`src/rtl/complex_pkg.sv`:
```
// Shared definitions for the complex multiply-accumulate datapath.
//   PROD_W / PART_W : width of a packed complex product and of each component
//   RE_* / IM_*     : bit positions of the real and imaginary fields in a product
//   state_t         : accumulator FSM states
package complex_pkg;
  localparam int PROD_W = 34;
  localparam int PART_W = 17;
  localparam int RE_MSB = 33;
  localparam int RE_LSB = 17;
  localparam int IM_MSB = 16;
  localparam int IM_LSB = 0;

  typedef enum logic {
    ACCUM = 1'b0,
    HOLD  = 1'b1
  } state_t;
endpackage

```
`src/rtl/complex_accumulator_if.sv`:
```
// Streaming bus of the complex accumulator: product input channel and
// frame-sum output channel.
//   InValid/InProduct/InReady             : term channel, {re[16:0], im[16:0]}
//   OutValid/OutReal/OutImag/OutOverflow  : result channel
//   OutReady                              : consumer accepts the result
// Handshake rule for both channels: a transfer happens on a rising clock edge
// where valid and ready are both high; while valid is high and ready is low the
// source holds its data unchanged. Ready may depend on state, never on valid.
// slave  : the accumulator side.
// master : the producer/consumer side.
interface complex_accumulator_if #(
  parameter int ACC_W = 24
);
  logic                              InValid;
  logic [complex_pkg::PROD_W-1:0]    InProduct;
  logic                              InReady;
  logic                              OutValid;
  logic                              OutReady;
  logic signed [ACC_W-1:0]           OutReal;
  logic signed [ACC_W-1:0]           OutImag;
  logic                              OutOverflow;

  modport slave (
    input  InValid, InProduct, OutReady,
    output InReady, OutValid, OutReal, OutImag, OutOverflow
  );

  modport master (
    output InValid, InProduct, OutReady,
    input  InReady, OutValid, OutReal, OutImag, OutOverflow
  );
endinterface

```
`src/rtl/complex_sat_add.sv`:
```
// One component of the complex accumulator: adds a sign-extended 17-bit term
// to a signed ACC_W accumulator and clamps the result to the ACC_W range.
//   i_acc      : current accumulator value
//   i_term     : 17-bit two's complement term
//   i_zero_acc : treat the accumulator as zero (first term of a frame)
//   o_sum      : saturated sum
//   o_sat      : the sum was clamped
module complex_sat_add
  import complex_pkg::*;
#(
  parameter int ACC_W = 24
) (
  input  logic signed [ACC_W-1:0]  i_acc,
  input  logic        [PART_W-1:0] i_term,
  input  logic                     i_zero_acc,
  output logic signed [ACC_W-1:0]  o_sum,
  output logic                     o_sat
);
  localparam logic [ACC_W-1:0] SAT_MAX = {1'b0, {(ACC_W-1){1'b1}}};
  localparam logic [ACC_W-1:0] SAT_MIN = {1'b1, {(ACC_W-1){1'b0}}};

  logic [ACC_W:0] w_acc_x;
  logic [ACC_W:0] w_term_x;
  logic [ACC_W:0] w_sum;

  always_comb begin
    w_acc_x  = i_zero_acc ? '0 : {i_acc[ACC_W-1], i_acc};
    w_term_x = {{(ACC_W+1-PART_W){i_term[PART_W-1]}}, i_term};
    w_sum    = w_acc_x + w_term_x;
    o_sat    = 1'b0;
    o_sum    = w_sum[ACC_W-1:0];
    // One guard bit is enough: the two top bits disagree only on overflow,
    // and the guard bit carries the true sign.
    if (w_sum[ACC_W] != w_sum[ACC_W-1]) begin
      o_sat = 1'b1;
      o_sum = w_sum[ACC_W] ? SAT_MIN : SAT_MAX;
    end
  end
endmodule

```
`src/rtl/complex_accumulator.sv`:
```
// Complex dot-product accumulator. Sums N_TERMS complex products per frame
// with per-addition saturation and presents one result per frame.
//   Clk, Reset : clock and synchronous active-high reset
//   Clear      : synchronous abort of the current frame (drops a held result)
//   bus        : product input and result output channels (slave side)
//   o_state    : current FSM state, for observation
// In ACCUM terms are accepted; the last term of a frame moves to HOLD, where
// the result is presented until the consumer takes it. One bubble per frame.
module complex_accumulator
  import complex_pkg::*;
#(
  parameter int N_TERMS = 8,
  parameter int ACC_W   = 24
) (
  input  logic   Clk,
  input  logic   Reset,
  input  logic   Clear,
  complex_accumulator_if.slave bus,
  output state_t o_state
);
  localparam int               CNT_W = $clog2(N_TERMS);
  localparam logic [CNT_W-1:0] LAST  = CNT_W'(N_TERMS - 1);

  state_t                  r_state;
  state_t                  w_state_nxt;
  logic [CNT_W-1:0]        r_count;
  logic signed [ACC_W-1:0] r_acc_re;
  logic signed [ACC_W-1:0] r_acc_im;
  logic                    r_ovf;
  logic                    r_out_valid;
  logic signed [ACC_W-1:0] r_out_real;
  logic signed [ACC_W-1:0] r_out_imag;
  logic                    r_out_ovf;

  logic                    w_accept;
  logic                    w_last;
  logic                    w_zero_acc;
  logic signed [ACC_W-1:0] w_sum_re;
  logic signed [ACC_W-1:0] w_sum_im;
  logic                    w_sat_re;
  logic                    w_sat_im;

  // The accumulator is already zero at a frame start; the flag keeps the
  // first term independent of whatever the acc registers hold.
  assign w_zero_acc = (r_count == '0);

  complex_sat_add #(.ACC_W(ACC_W)) u_add_re (
    .i_acc      (r_acc_re),
    .i_term     (bus.InProduct[RE_MSB:RE_LSB]),
    .i_zero_acc (w_zero_acc),
    .o_sum      (w_sum_re),
    .o_sat      (w_sat_re)
  );

  complex_sat_add #(.ACC_W(ACC_W)) u_add_im (
    .i_acc      (r_acc_im),
    .i_term     (bus.InProduct[IM_MSB:IM_LSB]),
    .i_zero_acc (w_zero_acc),
    .o_sum      (w_sum_im),
    .o_sat      (w_sat_im)
  );

  always_comb begin
    w_state_nxt = r_state;
    w_accept    = 1'b0;
    w_last      = 1'b0;
    unique case (r_state)
      ACCUM: begin
        w_accept = bus.InValid;
        w_last   = (r_count == LAST);
        if (w_accept && w_last) w_state_nxt = HOLD;
      end
      HOLD: begin
        if (bus.OutReady) w_state_nxt = ACCUM;
      end
    endcase
    if (Clear) w_state_nxt = ACCUM;
  end

  always_ff @(posedge Clk) begin
    if (Reset) begin
      r_state     <= ACCUM;
      r_count     <= '0;
      r_acc_re    <= '0;
      r_acc_im    <= '0;
      r_ovf       <= 1'b0;
      r_out_valid <= 1'b0;
      r_out_real  <= '0;
      r_out_imag  <= '0;
      r_out_ovf   <= 1'b0;
    end else if (Clear) begin
      r_state  <= w_state_nxt;
      r_count  <= '0;
      r_acc_re <= '0;
      r_acc_im <= '0;
      r_ovf    <= 1'b0;
      if (r_state == HOLD) begin
        r_out_valid <= 1'b0;
        r_out_real  <= '0;
        r_out_imag  <= '0;
        r_out_ovf   <= 1'b0;
      end
    end else begin
      r_state <= w_state_nxt;
      if (w_accept) begin
        if (w_last) begin
          r_out_real  <= w_sum_re;
          r_out_imag  <= w_sum_im;
          r_out_ovf   <= r_ovf | w_sat_re | w_sat_im;
          r_out_valid <= 1'b1;
          r_count     <= '0;
          r_acc_re    <= '0;
          r_acc_im    <= '0;
          r_ovf       <= 1'b0;
        end else begin
          r_acc_re <= w_sum_re;
          r_acc_im <= w_sum_im;
          r_count  <= r_count + CNT_W'(1);
          r_ovf    <= r_ovf | w_sat_re | w_sat_im;
        end
      end
      if ((r_state == HOLD) && bus.OutReady) r_out_valid <= 1'b0;
    end
  end

  assign bus.InReady     = (r_state == ACCUM);
  assign bus.OutValid    = r_out_valid;
  assign bus.OutReal     = r_out_real;
  assign bus.OutImag     = r_out_imag;
  assign bus.OutOverflow = r_out_ovf;
  assign o_state         = r_state;
endmodule

```
`src/flat_wrapper.sv`:
```
// flat-port wrapper written by rule: the top's interface ports become plain ports
module complex_accumulator_flat import complex_pkg::*;
#(
  parameter int N_TERMS = 8,
  parameter int ACC_W   = 24
)
  (Clk, Reset, Clear, o_state, bus_InValid, bus_InProduct, bus_OutReady, bus_InReady, bus_OutValid, bus_OutReal, bus_OutImag, bus_OutOverflow);
  complex_accumulator_if #(.ACC_W(ACC_W)) bus_i ();
  input  logic Clk;
  input  logic Reset;
  input  logic Clear;
  output state_t o_state;
  input wire logic [$bits(bus_i.InValid)-1:0] bus_InValid;
  input wire logic [$bits(bus_i.InProduct)-1:0] bus_InProduct;
  input wire logic [$bits(bus_i.OutReady)-1:0] bus_OutReady;
  output wire logic [$bits(bus_i.InReady)-1:0] bus_InReady;
  output wire logic [$bits(bus_i.OutValid)-1:0] bus_OutValid;
  output wire logic [$bits(bus_i.OutReal)-1:0] bus_OutReal;
  output wire logic [$bits(bus_i.OutImag)-1:0] bus_OutImag;
  output wire logic [$bits(bus_i.OutOverflow)-1:0] bus_OutOverflow;
  assign bus_i.InValid = bus_InValid;
  assign bus_i.InProduct = bus_InProduct;
  assign bus_i.OutReady = bus_OutReady;
  assign bus_InReady = bus_i.InReady;
  assign bus_OutValid = bus_i.OutValid;
  assign bus_OutReal = bus_i.OutReal;
  assign bus_OutImag = bus_i.OutImag;
  assign bus_OutOverflow = bus_i.OutOverflow;
  complex_accumulator #(.N_TERMS(N_TERMS), .ACC_W(ACC_W)) u_core (.Clk(Clk), .Reset(Reset), .Clear(Clear), .bus(bus_i), .o_state(o_state));
endmodule
```
`config.mk`:
```
export PLATFORM = sky130hd
export DESIGN_NAME = complex_accumulator_flat
export DESIGN_NICKNAME = d
export VERILOG_FILES = /design/src/rtl/complex_pkg.sv /design/src/rtl/complex_accumulator_if.sv /design/src/rtl/complex_sat_add.sv /design/src/rtl/complex_accumulator.sv /design/src/flat_wrapper.sv
export SDC_FILE = /design/constraint.sdc
export NUM_CORES = 1
export LEC_CHECK = 0
export ABC_AREA = 1
export BUFFER_PORTS_ARGS = -buffer_cell sky130_fd_sc_hd__buf_4
export CAP_MARGIN = 40
export CORE_ASPECT_RATIO = 1.75
export CORE_MARGIN = 3
export CORE_UTILIZATION = 50
export DETAILED_ROUTE_END_ITERATION = 8
export PLACE_DENSITY = 0.71
export SYNTH_ARGS = -nofsm -noshare
export SYNTH_HDL_FRONTEND = slang
export SYNTH_SLANG_ARGS = --single-unit
```
`constraint.sdc`:
```
create_clock -name Clk -period 3.4 [get_ports Clk]
set_input_delay 0.17 -clock Clk [delete_from_list [all_inputs] [get_ports Clk]]
set_output_delay 0.17 -clock Clk [all_outputs]
set_load 0.02 [all_outputs]
```
* Yosys cells after proc, flatten, opt, wreduce, memory -nomap -nowiden
Index checks and enable logic that the tools add are counted.
** Operators by class
- Reduce and logical (&&, ||, !) cells :: 10
- Mux-type cells :: 32
- Add/subtract/negate cells :: 3
- Eq/ne operators :: 4
- Divide/modulo/power cells :: 0
- $lt $le $gt $ge :: 0
- Multipliers :: 0
- Bitwise gates (word level) :: 3
- Shift operators :: 0
** Operator list (count)
- 2-to-1 mux 24 bit :: 13
- adder 25 bit :: 2
- 2-to-1 mux 25 bit :: 2
- 2-to-1 mux 1 bit :: 15
- AND reduction 3 bit :: 2
- nonzero test 3 bit :: 2
- nonzero test 2 bit :: 2
- adder 3 x 1 -> 3 bit, second input constant :: 1
- equality test 3 bit, second input constant :: 1
- logical NOT 3 bit :: 1
- 2-to-1 mux 3 bit :: 1
- logical AND 1 bit :: 2
- != test 1 bit :: 2
- != test 2 x 1 -> 1 bit, second input constant :: 1
- OR 1 bit :: 2
- one-hot mux 1 bit (2 select lines) :: 1
- OR reduction 2 bit :: 1
- inverter 1 bit :: 1
** Storage, ports and cells
- Latch bits :: 0
- Output and inout bits :: 52
- Input port bits :: 39
- Logic and storage cells :: 61
- Memory bits (read-only) :: 0
- RAM bits :: 0
- Memories kept :: 0
- Register bits after elaboration :: 103

* Depth between registers and ports, before layout
Gate-level depths: netlist (run 1).
- Word-level depth :: 10
- Mapped depth :: 23
- Gate-level depth less buffers :: 21

* By module
From an unflattened synthesis (run 1), not the netlist that was laid out.
** Unflattened totals
- Cells, all modules :: 1223
- Area total of the unflattened synthesis :: 7867.5 µm²
** By module, submodules not included
- complex_accumulator :: area each 3752.3 µm², instances 1, cells an instance 420, sequential area each 2062.0 µm²
- complex_sat_add (u_core.u_add_re) :: area each 2070.7 µm², instances 1, cells an instance 397, sequential area each 0.0 µm²
- complex_sat_add (u_core.u_add_im) :: area each 2044.5 µm², instances 1, cells an instance 406, sequential area each 0.0 µm²

* Least setup slack after synthesis (run 1)
OpenSTA, ideal clock, no wires.
- Path type :: register to register
- Start point :: register u_core.r_count[0]
- End point :: register u_core.r_out_ovf, in the netlist u_core.bus.OutOverflow
- Clock period less this slack :: 2.958 ns
- Cell stages (with the launch flop) :: 22
- Arrival :: 2.826 ns
- Setup slack :: 0.442 ns
- Setup time :: 0.132 ns
- Data required time :: 3.268 ns
- Buffers on the path :: 3
- Cell sequence :: dfxtp_1 -> inv_1 -> ha_1 -> inv_1 -> nor2_1 -> clkbuf_1 -> clkbuf_1 -> nor2_1 -> ha_1 -> nand2_2 -> inv_2 -> a21oi_2 -> nand2_1 -> nand2_1 -> nand3_1 -> nand2_1 -> nand2_2 -> nand2_2 -> buf_6 -> nand2_1 -> o21bai_1 -> a21oi_1
** Between the ends
- Longest elaborated chain between the ends :: 10
- Elaborated cells on any way between the ends :: 18
- Those cells by class :: add/sub (2); eq/ne (3); mux (8); bitwise (2); reduce/logical (3)
** Ends and longest elaborated chain
- start: declaration :: RTL line complex_accumulator.sv:26 : logic [CNT_W-1:0] r_count;
- start signal: assignment :: RTL line complex_accumulator.sv:118 : r_count <= r_count + CNT_W'(1);
- logical NOT 3 bit :: RTL line complex_accumulator.sv:45 : assign w_zero_acc = (r_count == '0);
- 2-to-1 mux 25 bit :: RTL line complex_sat_add.sv:27 : w_acc_x = i_zero_acc ? '0 : {i_acc[ACC_W-1], i_acc};
- adder 25 bit :: RTL line complex_sat_add.sv:29 : w_sum = w_acc_x + w_term_x;
- != test 1 bit :: RTL line complex_sat_add.sv:34 : if (w_sum[ACC_W] != w_sum[ACC_W-1]) begin
- 2-to-1 mux 1 bit :: RTL line complex_sat_add.sv:34
- OR 1 bit (2 in a row) :: RTL line complex_accumulator.sv:109 : r_out_ovf <= r_ovf | w_sat_re | w_sat_im;
- 2-to-1 mux 1 bit :: RTL line complex_accumulator.sv:106 : if (w_last) begin
- 2-to-1 mux 1 bit :: RTL line complex_accumulator.sv:105 : if (w_accept) begin
- 2-to-1 mux 1 bit :: RTL line complex_accumulator.sv:91 : end else if (Clear) begin
- end signal: assignment :: RTL line complex_accumulator.sv:109
- end: declaration :: RTL line complex_accumulator.sv:33 : logic r_out_ovf;
Several ways; a longest one is shown, not always the timed one. The select of a mux whose other input is x is not followed.
A chain may end at the register's enable or synchronous reset.

* Worst setup path in the final report (run 1)
- Start point :: register u_core.r_count[0]
- End point :: register u_core.r_out_real[12], in the netlist u_core.bus.OutReal[12]
** Between the ends
- Longest elaborated chain between the ends :: 8
- Elaborated cells on any way between the ends :: 13
- Those cells by class :: add/sub (1); eq/ne (2); mux (7); reduce/logical (3)
** Ends and longest elaborated chain
- logical NOT 3 bit :: RTL line complex_accumulator.sv:45
- 2-to-1 mux 25 bit :: RTL line complex_sat_add.sv:27
- adder 25 bit :: RTL line complex_sat_add.sv:29
- 2-to-1 mux 24 bit or != test 1 bit (tied branches) :: RTL line complex_sat_add.sv:36, complex_sat_add.sv:34
- 2-to-1 mux 24 bit :: RTL line complex_sat_add.sv:34
- 2-to-1 mux 24 bit :: RTL line complex_accumulator.sv:106
- 2-to-1 mux 24 bit :: RTL line complex_accumulator.sv:105
- 2-to-1 mux 24 bit :: RTL line complex_accumulator.sv:91
- end signal: assignment :: RTL line complex_accumulator.sv:107 : r_out_real <= w_sum_re;
- end: declaration :: RTL line complex_accumulator.sv:31 : logic signed [ACC_W-1:0] r_out_real;
Several ways; a longest one is shown, not always the timed one. The select of a mux whose other input is x is not followed.

==> flow_metrics.tcl, run 1 <==
set metrics [dict create \
    status "completed" \
    start_util_pct 51.12 \
    finalHoldViolCount 0 \
    ys_ff_latch 103 \
    core_um2 14910 \
    die_width_um 99.34 \
    grt_max_degree 52 \
    critical_path_peak_fanout 14 \
    clock_path_buffers 2 \
    wl_per_cell_um 15.58 \
    cp_num_buf_inv 5 \
    fmax_mhz 311.9 \
    grt_usage_pct 26.10 \
    vias_per_cell 5.436 \
    diodes 0 \
    grt_pass1_wl_mm 35.36 \
    final_common_cell "nand2_1" \
    rows 59 \
    final_cell_mix "325 x nand2_1, 140 x inv_1, 124 x a21oi_1" \
    avgSynthCellArea_um2 6.439 \
    clockRootBuffer "clkbuf_16" \
    arrival_ps 3490 \
    clk_pin_slew_worst_paths_ps 80 \
    antenna_found_initial 0 \
    synth-main-ff-cell "dfxtp_1" \
    maxSlewHeadroom_pct 54.98 \
    syn_nets 1276 \
    grt_remaining_overflow 0 \
    ant_nets 0 \
    die_area_um2 16820 \
    cts_tree "built" \
    critical-path-top-delay-family "simple AND/OR/NAND/NOR gates" \
    synth_edf_count 0 \
    power_mw 2.754 \
    p_per_area_nw_per_um2 311.2 \
    drt_wl_total_mm 22.53 \
    clk_latency_ps 350 \
    max_stage_delay_ps 340 \
    async_reset_ff_share_pct 0 \
    irDropWorstVdd_mv 0.2180 \
    ys_types 39 \
    critPathLaunchType "flop" \
    place.gp.congestion 0.9782 \
    worstPathRequired_ps 3680 \
    first_global_vias 7597 \
    dp_hpwl_mm 16.33 \
    setup_violations 0 \
    htreeDepth 3 \
    drc_errors 0 \
    numCtsBuffers 9 \
    top_level_ports 91 \
    port_buffers 90 \
    min_period_ps 3207 \
    regArea_um2 2062 \
    finClkSkew_ps 9.368 \
    dr.pass1.iters 5 \
    drtIter0Drc 383 \
    min_path_type "in -> reg" \
    tns_ps 0 \
    nFillCells 1503 \
    clock-sinks 103 \
    syn_inst 1184 \
    multiInputGateArea_um2 4778 \
    tightest_slew_ps 675.2 \
    crit_slowest_cell "ha_1" \
    fin_crit_sh_pct 94.31 \
    end_kind "flop" \
    drive_above_1_share_pct 15.99 \
    max_cap_violations 0 \
    dieHeight_um 169.3 \
    syn_area_um2 7624 \
    slew_viol_final 0 \
    ys_seq_area_share_pct 27.05 \
    vias 7860 \
    area_growth_pct 16.08 \
    crit_path_cell_trace "inv_1, ha_1, inv_1, nor2_4, buf_4, clkbuf_16, nor2_1, ha_1, nand2_1, nor2_1, nand3_1, nor2_1, nand2_1, nand3_1, nand2_1, nand2_1, nand2_4, buf_12, nand2_1, nand3_1, a21oi_1" \
    postCtsHoldBufs 0 \
    crit_top_cell "nand2_1" \
    nets 1350 \
    path_class "reg -> reg" \
    yosys_warnings 0 \
    leakagePower_nw 4.017 \
]
## worst reg2reg max path, cell delays in order (launching register included)
cell and delay (ps):
dfxtp_1 320, inv_1 100, ha_1 160, inv_1 60, nor2_4 190, buf_4 170
clkbuf_16 170, nor2_1 50, ha_1 340, nand2_1 140, nor2_1 160, nand3_1 140
nor2_1 120, nand2_1 100, nand3_1 120, nand2_1 50, nand2_1 110, nand2_4 90
buf_12 150, nand2_1 140, nand3_1 100, a21oi_1 150
## report_power, final
| group | total, mW | leakage [nW] | internal [mW] | switching [mW] |
|---|---|---|---|---|
| clock | 1.02 | 0.141 | 0.526 | 0.494 |
| sequential | 1.24 | 0.834 | 1.23 | 0.0111 |
| combinational | 0.495 | 3.04 | 0.176 | 0.318 |
## stage by stage
stage	util [%]	instances	cell area, um^2	worst slack, ps	hold WS, ps
2_1_floorplan	-	1184	7624	441.7	349.5
3_3_place_gp	56.49	1424	8423	256.8	452.2
3_5_place_dp	56.49	1424	8423	137.8	455.7
4_1_cts	58.38	1440	8706	119.9	114.7
5_1_grt	59.35	1446	8850	-0.3604	142.7
6_report	59.35	1446	8850	193.4	136.0
## routing by layer
metal	track usage [%]	up-vias	routed length (um)
met4	14.15	0	1261
met5	0	-	0
met3	2.674	81	905
li1	-	3958	-
met2	52.14	222	12390
met1	25.32	3599	7969
## worst paths after layout
path / start / slack (ps) / cells after the start / end
worst max-delay path: u_core.r_count[0] / 190 / 21 / u_core.bus.OutReal[12]
worst min-delay path: bus_OutReady / 140 / 4 / u_core.o_state
worst max register to register: u_core.r_count[0] / 190 / 21 / u_core.bus.OutReal[12]
worst min register to register: u_core.r_acc_im[9] / 470 / 2 / u_core.r_acc_im[9]
## cell type report
type	instances	area share, %
Timing Repair Buffer	113	10.90
Sequential cell	103	23.30
Clock buffer	11	2.743
Inverter	142	6.023
Multi-Input combinational cell	889	53.99
Clock inverter	5	0.4524
Tap cell	183	2.587
## registers in the layout, indices dropped and copies added, names as in the netlist
register	cells
u_core.bus.OutImag	24
u_core.bus.OutOverflow	1
u_core.bus.OutReal	24
u_core.bus.OutValid	1
u_core.o_state	1
u_core.r_acc_im	24
u_core.r_acc_re	24
u_core.r_count	3
u_core.r_ovf	1
## synthesized netlist by cell type, drive strengths merged (3+ instances only)
cell	instances	area share (%)
nand2	350	18
xor2	17	2.0
o21ai	16	1.1
o21bai	7	0.69
nor2	112	5.6
nor3	8	0.59
buf	31	3.2
dlygate4sd1	5	0.57
nand4	17	1.4
xnor2	13	1.5
clkbuf	15	0.74
ha	51	8.4
inv	141	6.9
dfxtp	103	27
a31oi	6	0.49
nand3	136	10
a21oi	142	10
and2	3	0.25
## cell families after synthesis
group	share of synthesized area [%]
buffers and inverters	11.55
XOR/XNOR	3.447
flip-flops	27.05
adder cells (fa/ha/maj)	8.895
AND/OR/NAND/NOR	36.09
AO/OA/AOI/OAI	12.97
## what timing repair did
item | in CTS | in global routing
buffers inserted | 0 | 4
endpoints found under the setup margin | 0 | 66
resized for setup | 0 | 17
Power figures use the tool's default switching activity.
==> run 2: changes to the inputs <==
--- a/config.mk
+++ b/config.mk
@@ -12,6 +12,7 @@
 export CORE_MARGIN = 3
 export CORE_UTILIZATION = 50
 export DETAILED_ROUTE_END_ITERATION = 8
+export GPL_TIMING_DRIVEN = 0
 export PLACE_DENSITY = 0.71
 export SYNTH_ARGS = -nofsm -noshare
 export SYNTH_HDL_FRONTEND = slang
==> run 2 against run 1 <==
Compared with the run above: sequential share of layout area decreased by 0.11 points; via count up 0.43%; global-route usage grew 1.7 points; register-to-register slack hardly changed; largest cell class unchanged; highest routed layer unchanged.
==> flow_metrics.tcl, run 2 (synthesis results as in run 1) <==
set metrics [dict create \
    wl_per_cell_um 15.72 \
    reg2reg_from "u_core.r_count[0]" \
    leakagePower_nw 4.044 \
    diodes 0 \
    clk_pin_slew_worst_paths_ps 70 \
    crit_top_cell "nand2_1" \
    finalHoldViolCount 0 \
    drt_wl_total_mm 23.13 \
    clock_path_buffers 2 \
    maxSlewHeadroom_pct 51.06 \
    grt_setup_unrepaired "no" \
    setup_violations 0 \
    end_kind "flop" \
    hold_depth 4 \
    path_class "reg -> reg" \
    crit_path_cell_trace "inv_1, ha_1, inv_1, nor2_2, buf_6, nor2_1, ha_1, fa_1, nand2_1, nand2_1, nand3_1, nand2_2, nand2_1, nand3_1, nand2_1, nand2_2, nand2_4, buf_4, nand3_1, a21oi_1" \
    irDropWorstVdd_mv 0.2519 \
    dp_hpwl_mm 18.48 \
    clockPowerShare_pct 36.4 \
    numCtsBuffers 9 \
    grt_usage_pct 27.78 \
    grt_max_degree 17 \
    tightest_slew_ps 726.5 \
    drive_above_1_share_pct 16.54 \
    max_stage_delay_ps 440 \
    min_to "u_core.o_state" \
    htreeDepth 3 \
    critical_path_peak_fanout 10 \
    final_cell_mix "325 x nand2_1, 140 x inv_1, 122 x a21oi_1" \
    top_level_ports 91 \
    fmax_mhz 312.2 \
    comb_power_share_pct 18.3 \
    die_width_um 99.34 \
    die_area_um2 16820 \
    drc_errors 0 \
    dr.pass1.iters 5 \
    min_period_ps 3203 \
    finClkSkew_ps 11.06 \
    p_per_area_nw_per_um2 307.7 \
    postCtsHoldBufs 0 \
    area_growth_pct 16.66 \
    finish.utilization_pct 59.64 \
    clock-sinks 103 \
    vias 7894 \
    vias_per_cell 5.366 \
    port_buffers 89 \
    cts_tree "built" \
    crit_slowest_cell "fa_1" \
    arrival_ps 3490 \
    rows 59 \
    fin_crit_sh_pct 94.21 \
    critPathLaunchType "flop" \
    reg2reg_depth 20 \
    min_from "bus_OutReady" \
    antenna_found_initial 0 \
    clockRootBuffer "clkbuf_16" \
    clk_latency_ps 360 \
    placed_cells 1456 \
    power_frac_seq_pct 45.3 \
    dieHeight_um 169.3 \
    place.gp.congestion 0.9590 \
    start_util_pct 51.12 \
    p_int_mw 1.905 \
    status "completed" \
    max_cap_violations 0 \
    r2r-end "u_core.bus.OutReal[12]" \
    nets 1376 \
    rrSetupSlack_ps 200 \
    min_path_type "in -> reg" \
    grt_pass1_wl_mm 37.05 \
    first_global_vias 7877 \
    worstPathRequired_ps 3680 \
    p_switching_mw 0.8320 \
    post_layout_nonfiller_instances 1471 \
    ant_nets 0 \
    drtIter0Drc 301 \
    final_common_cell "nand2_1" \
    slew_viol_final 0 \
    core_um2 14910 \
    grt_remaining_overflow 0 \
    switching_share_pct 30.40 \
]
-- run 2: changes by cell type in the layout (fill, tap and decap cells not counted), sizes merged --
| cell | change |
|---|---|
| buf | +11 |
| clkbuf | +11 |
| dlygate4sd1 | +5 |
| clkinvlp | +2 |
| inv | -2 |
| clkinv | -1 |
| nand2 | -1 |
-- run 2: worst max path at each step --
stage | start | end | depth (start not counted)
3_3_place_gp | u_core.r_count[0] | u_core.r_acc_im[21] | 17
5_1_grt | u_core.r_count[0] | u_core.bus.OutImag[2] | 21
6_report | u_core.r_count[0] | u_core.bus.OutReal[12] | 20
3_5_place_dp | u_core.r_count[0] | u_core.r_acc_im[21] | 17
4_1_cts | u_core.r_count[0] | u_core.bus.OutReal[12] | 21
2_1_floorplan | u_core.r_count[0] | u_core.bus.OutOverflow | 21
-- run 2: cell type report --
type,instances,area [um^2]
Fill cell,1569,6018
Multi-Input combinational cell,888,4755
Sequential cell,103,2062
Timing Repair Buffer,89,668.1
Inverter,142,533.0
Buffer,51,381.6
Clock buffer,11,232.7
Tap cell,183,229.0
Clock inverter,4,32.53
-- run 2: routing by layer --
metal / vias to the layer above / track usage, % / wire length, um
met5: - / 0 / 0
met4: 0 / 19.08 / 1523
met3: 91 / 3.044 / 794
met2: 228 / 53.86 / 12730
met1: 3566 / 26.51 / 8081
li1: 4009 / - / -
-- run 2: what timing repair did --
| item | CTS | global route |
|---|---|---|
| cloned | 0 | 0 |
| resized for setup | 10 | 34 |
| setup endpoints to repair | 95 | 94 |
| setup buffers | 0 | 0 |
| hold endpoints to repair | 0 | 0 |
-- run 2: metrics by stage --
stage               instance area [um^2]  TNS (ps)  power, mW  setup slack [ps]  hold slack [ps]
floorplan                           7624         0      1.602             441.7            349.5
global placement                    8521    -19820      1.748            -494.7            451.7
detailed placement                  8521    -25340      1.752            -565.5            455.5
CTS                                 8801         0      2.738             5.857            113.7
global route                        8894         0      2.843            0.1303            155.6
finish                              8894         0      2.737             197.0            121.4
-- run 2: worst max-delay path, delay by kind of cell, from the launching register on --
family                   cells  cell delay (ps)
flip-flops                   1              320
adder cells (fa/ha/maj)      3              780
AND/OR/NAND/NOR             12             1340
AO/OA/AOI/OAI                1              160
buffers and inverters        4              520
-- run 2: power by group through the flow --
stage | Sequential (mW) | Combinational (mW) | Clock (mW)
after floorplan | 1.26 | 0.337 | 0
after global placement | 1.27 | 0.481 | 0
after detailed placement | 1.27 | 0.485 | 0
after CTS | 1.24 | 0.490 | 1.01
after global routing | 1.24 | 0.554 | 1.05
final | 1.24 | 0.502 | 0.996
